<file path="config.mk">
export PLATFORM = sky130hd
export DESIGN_NAME = clk_div_gen_flat
export DESIGN_NICKNAME = d
export VERILOG_FILES = /design/src/rtl/clk_div_gen_if.sv /design/src/rtl/clk_div_gen.sv /design/src/flat_wrapper.sv
export SDC_FILE = /design/constraint.sdc
export NUM_CORES = 1
export LEC_CHECK = 0
export CAP_MARGIN = 20
export CORE_ASPECT_RATIO = 0.6
export CORE_MARGIN = 2
export CORE_UTILIZATION = 55
export CTS_BUF_LIST = sky130_fd_sc_hd__clkbuf_4
export DETAILED_ROUTE_END_ITERATION = 7
export GPL_TIMING_DRIVEN = 0
export PLACE_DENSITY_LB_ADDON = 0.05
export RECOVER_POWER = 25
export SLEW_MARGIN = 40
export SYNTH_ARGS = -nofsm -noshare
export SYNTH_HDL_FRONTEND = slang
export SYNTH_SLANG_ARGS = --single-unit
export TNS_END_PERCENT = 1
</file>
<file path="constraint.sdc">
create_clock -name clk -period 4.6 [get_ports clk]
set_input_delay 0.46 -clock clk [delete_from_list [all_inputs] [get_ports clk]]
set_output_delay 0.46 -clock clk [all_outputs]
set_load 0.005 [all_outputs]
</file>
<file path="src/rtl/clk_div_gen_if.sv">
// Configuration write port for clk_div_gen.
// Each accepted valid/ready beat programs one channel's period, high time and enable.
interface clk_div_gen_if #(
   parameter int NCH = 4,
   parameter int CW  = 8
);
   localparam int CHW = (NCH > 1) ? $clog2(NCH) : 1;

   logic           cfg_valid;
   logic           cfg_ready;
   logic [CHW-1:0] cfg_ch;
   logic [CW-1:0]  cfg_div;
   logic [CW-1:0]  cfg_high;
   logic           cfg_en;

   modport master (
      output cfg_valid, cfg_ch, cfg_div, cfg_high, cfg_en,
      input  cfg_ready
   );

   modport slave (
      input  cfg_valid, cfg_ch, cfg_div, cfg_high, cfg_en,
      output cfg_ready
   );
endinterface

</file>
<file path="src/rtl/clk_div_gen.sv">
// Multi-channel programmable clock divider / tick generator with glitch-free, boundary-aligned updates.
// Optional macro CLK_DIV_GEN_SYNC_START_EN adds a sync_start input that phase-aligns all channels.
module clk_div_gen #(
   parameter int NCH = 4,
   parameter int CW  = 8
) (
   input  logic            clk,
   input  logic            rst_n,
`ifdef CLK_DIV_GEN_SYNC_START_EN
   input  logic            sync_start,
`endif
   clk_div_gen_if.slave    cfg,
   output logic [NCH-1:0]  clk_out,
   output logic [NCH-1:0]  tick,
   output logic [NCH-1:0]  busy
);
   localparam int CHW = (NCH > 1) ? $clog2(NCH) : 1;

   logic [NCH-1:0] pending;
   logic           ready_c;
   logic           cfg_accept;
   logic           sync_go;

`ifdef CLK_DIV_GEN_SYNC_START_EN
   assign sync_go = sync_start;
`else
   assign sync_go = 1'b0;
`endif

   // Out-of-range channel numbers match no channel, so they are always ready and simply dropped.
   always_comb begin
      ready_c = 1'b1;
      for (int i = 0; i < NCH; i++) begin
         if (cfg.cfg_ch == CHW'(i)) begin
            ready_c = !pending[i];
         end
      end
   end

   assign cfg.cfg_ready = ready_c;
   assign cfg_accept    = cfg.cfg_valid && ready_c;
   assign busy          = pending;

   genvar g;
   generate
      for (g = 0; g < NCH; g++) begin : g_ch
         logic          en_q, sh_en, pend_q, clk_q, tick_q;
         logic [CW-1:0] div_q, high_q, cnt_q, sh_div, sh_high;
         logic          en_n;
         logic [CW-1:0] div_n, high_n, cnt_n;
         logic          wr, apply;

         assign wr    = cfg_accept && (cfg.cfg_ch == CHW'(g));
         // A disabled channel has no period to finish, so its update lands on the very next edge.
         assign apply = pend_q && (!en_q || (cnt_q == div_q) || sync_go);

         always_comb begin
            en_n   = en_q;
            div_n  = div_q;
            high_n = high_q;
            cnt_n  = '0;
            if (apply) begin
               en_n   = sh_en;
               div_n  = sh_div;
               high_n = sh_high;
            end else if (en_q && !sync_go && (cnt_q != div_q)) begin
               cnt_n = cnt_q + CW'(1);
            end
         end

         // Outputs are registered from next-state values so they line up with the counter.
         always_ff @(posedge clk) begin
            if (!rst_n) begin
               en_q    <= 1'b0;
               div_q   <= '0;
               high_q  <= '0;
               cnt_q   <= '0;
               sh_en   <= 1'b0;
               sh_div  <= '0;
               sh_high <= '0;
               pend_q  <= 1'b0;
               clk_q   <= 1'b0;
               tick_q  <= 1'b0;
            end else begin
               en_q   <= en_n;
               div_q  <= div_n;
               high_q <= high_n;
               cnt_q  <= cnt_n;
               clk_q  <= en_n && (cnt_n < high_n);
               tick_q <= en_n && (cnt_n == '0);
               if (wr) begin
                  sh_en   <= cfg.cfg_en;
                  sh_div  <= cfg.cfg_div;
                  sh_high <= cfg.cfg_high;
                  pend_q  <= 1'b1;
               end else if (apply) begin
                  pend_q  <= 1'b0;
               end
            end
         end

         assign clk_out[g] = clk_q;
         assign tick[g]    = tick_q;
         assign pending[g] = pend_q;
      end
   endgenerate
endmodule

</file>
<file path="src/flat_wrapper.sv">
// flat-port wrapper written by rule: the top's interface ports become plain ports
module clk_div_gen_flat 
#(
   parameter int NCH = 4,
   parameter int CW  = 8
)
  (clk, rst_n, clk_out, tick, busy, cfg_cfg_valid, cfg_cfg_ch, cfg_cfg_div, cfg_cfg_high, cfg_cfg_en, cfg_cfg_ready);
  clk_div_gen_if #(.NCH(NCH), .CW(CW)) cfg_i ();
  input  logic clk;
  input  logic rst_n;
  output logic [NCH-1:0] clk_out;
  output logic [NCH-1:0] tick;
  output logic [NCH-1:0] busy;
  input wire logic [$bits(cfg_i.cfg_valid)-1:0] cfg_cfg_valid;
  input wire logic [$bits(cfg_i.cfg_ch)-1:0] cfg_cfg_ch;
  input wire logic [$bits(cfg_i.cfg_div)-1:0] cfg_cfg_div;
  input wire logic [$bits(cfg_i.cfg_high)-1:0] cfg_cfg_high;
  input wire logic [$bits(cfg_i.cfg_en)-1:0] cfg_cfg_en;
  output wire logic [$bits(cfg_i.cfg_ready)-1:0] cfg_cfg_ready;
  assign cfg_i.cfg_valid = cfg_cfg_valid;
  assign cfg_i.cfg_ch = cfg_cfg_ch;
  assign cfg_i.cfg_div = cfg_cfg_div;
  assign cfg_i.cfg_high = cfg_cfg_high;
  assign cfg_i.cfg_en = cfg_cfg_en;
  assign cfg_cfg_ready = cfg_i.cfg_ready;
  clk_div_gen #(.NCH(NCH), .CW(CW)) u_core (.clk(clk), .rst_n(rst_n), .cfg(cfg_i), .clk_out(clk_out), .tick(tick), .busy(busy));
endmodule
</file>
## Word level (Yosys, flattened, before mapping)

Index checks and enable logic that the tools add are counted.

| word-level totals | value |
|---|---|
| output and inout port bits | 13 |
| input bits | 22 |
| register bits | 180 |
| logic and storage cells | 129 |

| cells by class | value |
|---|---|
| mux-type cells | 28 |
| order comparisons | 4 |
| eq/ne operators | 11 |
| reduce and logical (&&, ||, !) cells | 42 |
| $add $sub $neg | 4 |

Operators with widths:

| kind | count |
|---|---|
| $mux 8 | 12 |
| $add 8x1->8 const B | 4 |
| $eq 8x8->1 | 4 |
| $logic_not 8->1 | 4 |
| $lt 8x8->1 | 4 |
| $ne 8x8->1 | 4 |
| $logic_and 1x1->1 | 21 |
| $mux 1 | 16 |
| $logic_not 1->1 | 8 |
| $reduce_bool 2->1 | 4 |
| $eq 2x2->1 const B | 2 |
| $logic_or 1x1->1 | 4 |
| $eq 2x1->1 const B | 1 |
| $logic_not 2->1 | 1 |

## Longest topological paths before layout

| logic depth | value |
|---|---|
| depth in word-level cells | 8 |
| gate-level depth with buffers | 13 |
| gate-level depth less buffers | 11 |

## Least setup slack after synthesis

OpenSTA, ideal clock, no wires.

| timing | value |
|---|---|
| path type | register to register |
| start point | register u_core.g_ch[3].cnt_q[2] |
| end point | register u_core.g_ch[3].clk_q |
| path slack | 2458 ps |
| stages on the path, launching flop included | 13 |
| period minus slack after synthesis | 2142 ps |
| path buffers | 2 |
| library setup time | 88 ps |
| required time | 4512 ps |
| arrival time | 2054 ps |
| path through | dfxtp_1 buf_6 xnor2_2 nand4_1 o21ai_2 nand2_4 buf_6 mux2i_2 ha_1 nor2b_1 o21ai_0 o21ai_0 nor4_2 |

| on the way | value |
|---|---|
| longest elaborated chain between the ends | 6 |
| elaborated cells on any way between the ends | 12 |
| classes of those cells | 1 x add/sub; 1 x order compare; 2 x eq/ne; 4 x mux; 4 x reduce/logical |

Ends and longest elaborated chain:

| what | line | text |
|---|---|---|
| start, declared | clk_div_gen.sv:48 | `logic [CW-1:0] div_q, high_q, cnt_q, sh_div, sh_high;` |
| start signal, assigned | clk_div_gen.sv:88 | `cnt_q <= cnt_n;` |
| branches (longest 5 deep; another with $add 8x1->8) | - |  |
| $logic_and 1x1->1 (*) | clk_div_gen.sv:89 | `clk_q <= en_n && (cnt_n < high_n);` |
| end signal, assigned | clk_div_gen.sv:89 |  |
| end, declared | clk_div_gen.sv:47 | `logic en_q, sh_en, pend_q, clk_q, tick_q;` |

Every way passes the cells marked *.
A chain may end at the register's enable or synchronous reset.

## Worst setup path after layout

| timing | value |
|---|---|
| start point | register u_core.g_ch[3].cnt_q[0] |
| end point | register u_core.g_ch[3].clk_q |

The elaborated chain is that of the path after synthesis.

==> metrics.md <==
| Metric | Value |
|---|---|
| Status | `complete, no violations` |
| Iter 0 DRT Violations | `446` |
| Fin. Hold Viols | `0` |
| Clk_skew | `0.0285 ns` |
| Routed Antenna Nets | `0` |
| Vias | `6264` |
| Number of enable flip-flop cells after synthesis | `0` |
| Diode count | `0` |
| Initial antenna violation count | `0` |
| CP Data Required Time | `just over 5 ns` |
| Die height | `between 90 and 100 um` |
| Adder-cell share of the synthesized area | `~4.8%` |
| I/O Buffers | `33` |
| Area share of the largest cell type after synthesis | `43.1%` |
| Peak VDD IR | `166 uV` |
| Hold Path Stages | `2` |
| Vias in the first global route | `between 6000 and 7000` |
| Worst slew pin tran | `between 1 and 1.5 ns` |
| Reg2reg setup slack | `1.62 ns` |
| # Post-CTS Setup Buffers | `0` |
| Die Wd | `approximately 160 um` |
| Dominant cells by area after synthesis | `dfxtp_1 43%, nand2_1 7.6%, a21boi_0 6.9%` |
| Routed wire per std cell | `16.2 um` |
| Register area | `3600 um^2` |
| Cell taking the most area after synthesis | `dfxtp_1` |
| Predominant post-synthesis flop cell | `dfxtp_1` |
| Final hold slack | `0.363 ns` |
| Vias/cell | `5.34` |
| Setup slack at placement | `about 1.9 ns` |
| Leak pwr | `between 3 and 4 nW` |
| Arrival @ worst endpoint | `approximately 3.5 ns` |
| Max clock buf depth | `2` |
| Drt pass-1 iters | `5` |
| # IOs | `35` |
| Filler Cell Count | `1276` |
| Layout cells sized above 1 | `9.84%` |
| CTS Hold Bufs | `0` |
| CP peak stage delay | `0.51 ns` |
| Length in cells of the worst reg-to-reg path | `11` |
| Yosys reg bits | `180` |
| Hold Path Class | `input pin to register` |
| Pwr dens | `286 nW/um^2` |
| Fin nets | `1017` |
| Row count | `34` |
| Initial Utilization | `approximately 57%` |
| Fin crit period | `2.98 ns` |
| DIE AREA | `between 15000 and 20000 um^2` |
| Syn nets | `965` |
| Reg clk slew, reported paths | `0.17 ns` |
| Post-synthesis cell area | `between 8000 and 9000 um^2` |
| CTS tree | `yes` |
| Core Region | `14700 um^2` |
| Critical Path Slowest Stage Cell | `dfxtp_1` |
| Asr flop ratio synth | `0%` |
| Startpoint Class | `register` |
| R2R Path End | `u_core.g_ch[3].clk_q` |
| Sink Count | `180` |
| Final TNS setup | `0 ns` |
| DRC Markers | `0` |
| Syn_area_per_cell | `between 9 and 10 um^2` |
| XOR/XNOR Fraction of Synth Area | `6.60%` |
| Endpoints failing setup | `0` |
| Cells along the critical path | `xnor2_1 > nand4_1 > o21ai_0 > nand2_4 > clkbuf_1 > mux2i_2 > ha_1 > nor2b_1 > o21ai_0 > o21ai_0 > nor4_2` |
| Util after Layout | `62.5%` |
| Clk_lat worst skew | `~0.57 ns` |
| Critical path type | `register to register` |
| RSZ-0062 raised after global routing | `no` |
| Routed Wire Length | `19100 um` |
| Period utilisation layout | `64.9%` |
| Crit end category | `register` |
| Reg2reg start | `u_core.g_ch[3].cnt_q[0]` |
| Total CTS buffers | `17` |
| Simple-Gate Fraction of Synth Area | `22.1%` |
| Critical path peak fanout | `10` |
| Setup WS post-layout | `around 1.6 ns` |
| Area of the multi-input gates | `4270 um^2` |
| Placer Congestion | `0.871` |
| Overall routing resource usage | `between 20% and 30%` |
| Pwr Total | `between 2 and 3 mW` |
| Compound-Gate Fraction of Synth Area | `11.3%` |
| DP Wirelength | `between 10000 and 15000 um` |
| WHS Endpoint | `u_core.g_ch[0].sh_div[3]` |
| Synth warnings | `0` |
| Worst Min Path Start | `rst_n` |
| CTS H-tree lvls | `4` |
| Pin count of the biggest net entering global routing | `19` |
| First-pass GRT wire length | `about 31000 um` |
| Crit path top cell by count | `o21ai_0` |
| Post-synthesis mux area share | `6.54%` |
| Post-CTS Resized | `0` |
| CTS root buf | `clkbuf_4` |
| Post-synth cell types | `48` |
| Cells after synthesis | `911` |
| Max-slew violation count | `0` |
| Post-synth top cells | `180 x dfxtp_1, 169 x nand2_1, 77 x a21boi_0` |
| Max_slew headroom | `23.8%` |
| Most common cell in the synthesized netlist | `dfxtp_1` |
| Global route overflow | `0` |
| Fmax | `approximately 340 MHz` |
| Max Cap Viol | `0` |
| Main combinational cell family by area after synthesis | `simple AND/OR/NAND/NOR gates` |
| Post-synthesis sequential area ratio | `43.1%` |
| Area growth, synth to finish | `9.76%` |
worst max path at each step:
stage,startpoint,end,slack (ns),cells after the start
5_1_grt,u_core.g_ch[2].cnt_q[2],u_core.g_ch[2].clk_q,1.26,12
3_5_place_dp,cfg_cfg_ch[1],cfg_cfg_ready,1.88,4
2_1_floorplan,u_core.g_ch[3].cnt_q[2],u_core.g_ch[3].clk_q,2.46,12
3_3_place_gp,cfg_cfg_ch[1],cfg_cfg_ready,1.89,4
4_1_cts,cfg_cfg_ch[1],cfg_cfg_ready,1.89,4
6_report,u_core.g_ch[3].cnt_q[0],u_core.g_ch[3].clk_q,1.62,11
critical path, delay by kind of cell (launching register included):
kind	cells	cell delay [ns]
adder cells (fa/ha/maj)	1	0.32
buffers and inverters	1	0.37
flip-flops	1	0.51
AO/OA/AOI/OAI	3	0.77
multiplexers	1	0.26
XOR/XNOR	1	0.16
AND/OR/NAND/NOR	4	0.53
power breakdown:
part | leakage [nW] | total (mW) | internal [mW] | switching (mW)
clock network | 0.149 | 0.857 | 0.249 | 0.608
registers | 1.46 | 1.60 | 1.59 | 0.0159
logic | 1.98 | 0.164 | 0.0713 | 0.0926
total | 3.58 | 2.62 | 1.91 | 0.717
placed cells by master, fill, tap and decap left out, types with 5 or more instances in the layout:
master	instances
a21boi_0	77
a21oi_1	16
and3_1	13
buf_2	9
buf_4	13
buf_6	16
clkbuf_1	24
clkbuf_4	18
clkdlybuf4s50_1	31
clkinv_4	6
dfxtp_1	180
ha_1	32
inv_1	11
inv_8	6
mux2i_1	48
nand2_1	169
nand3_1	20
nand4_1	15
nor2_1	66
nor2b_1	65
nor3_1	5
o211ai_1	7
o21ai_0	17
xnor2_1	36
xnor2_2	7
xor2_1	14
registers in the layout, summed over array words and instances, names as in the netlist:
signal               cells
u_core.g_ch.sh_high     32
u_core.g_ch.tick_q       4
u_core.g_ch.sh_div      32
u_core.g_ch.cnt_q       32
u_core.g_ch.high_q      32
u_core.g_ch.clk_q        4
u_core.g_ch.div_q       32
u_core.g_ch.sh_en        4
u_core.g_ch.pend_q       4
u_core.g_ch.en_q         4
kinds of logic (layout without fill, tap and decap cells):
| kind of cell | count (synthesis) | count (layout) |
|---|---|---|
| adders and majority gates | 32 | 32 |
| muxes | 53 | 53 |
| DFF | 180 | 180 |
| xor gates and xnor gates | 57 | 57 |
| and+or+nand+nor | 382 | 382 |
| AOI/OAI and AO/OA | 133 | 133 |
| buffers and inverters | 74 | 139 |
metrics by stage:
stage / cell area [um^2] / instances
final: 9180 / 1174
after global routing: 9180 / 1174
after CTS: 9210 / 1174
after detailed placement: 8940 / 1142
after global placement: 8940 / 1142
after floorplan: 8360 / 911
metal layers:
metal	wire length, um	GRT usage [%]	vias to the layer above
li1	-	-	3145
met1	9580	36.1	2964
met2	8170	37.6	133
met3	1080	4.75	22
met4	252	7.08	0
met5	0	0	-
final cells by class:
class                   instances  share of cell area [%]
plain buffers                  62                    4.50
clock buffers                  18                    1.47
clock inverters                14                    1.49
inverters                      12                   0.491
multi-input cells             657                    46.5
flip-flops and latches        180                    39.3
well taps                     198                    2.70
repair buffers                 33                    3.60
Note: power is estimated with default switching activity, not from simulation.
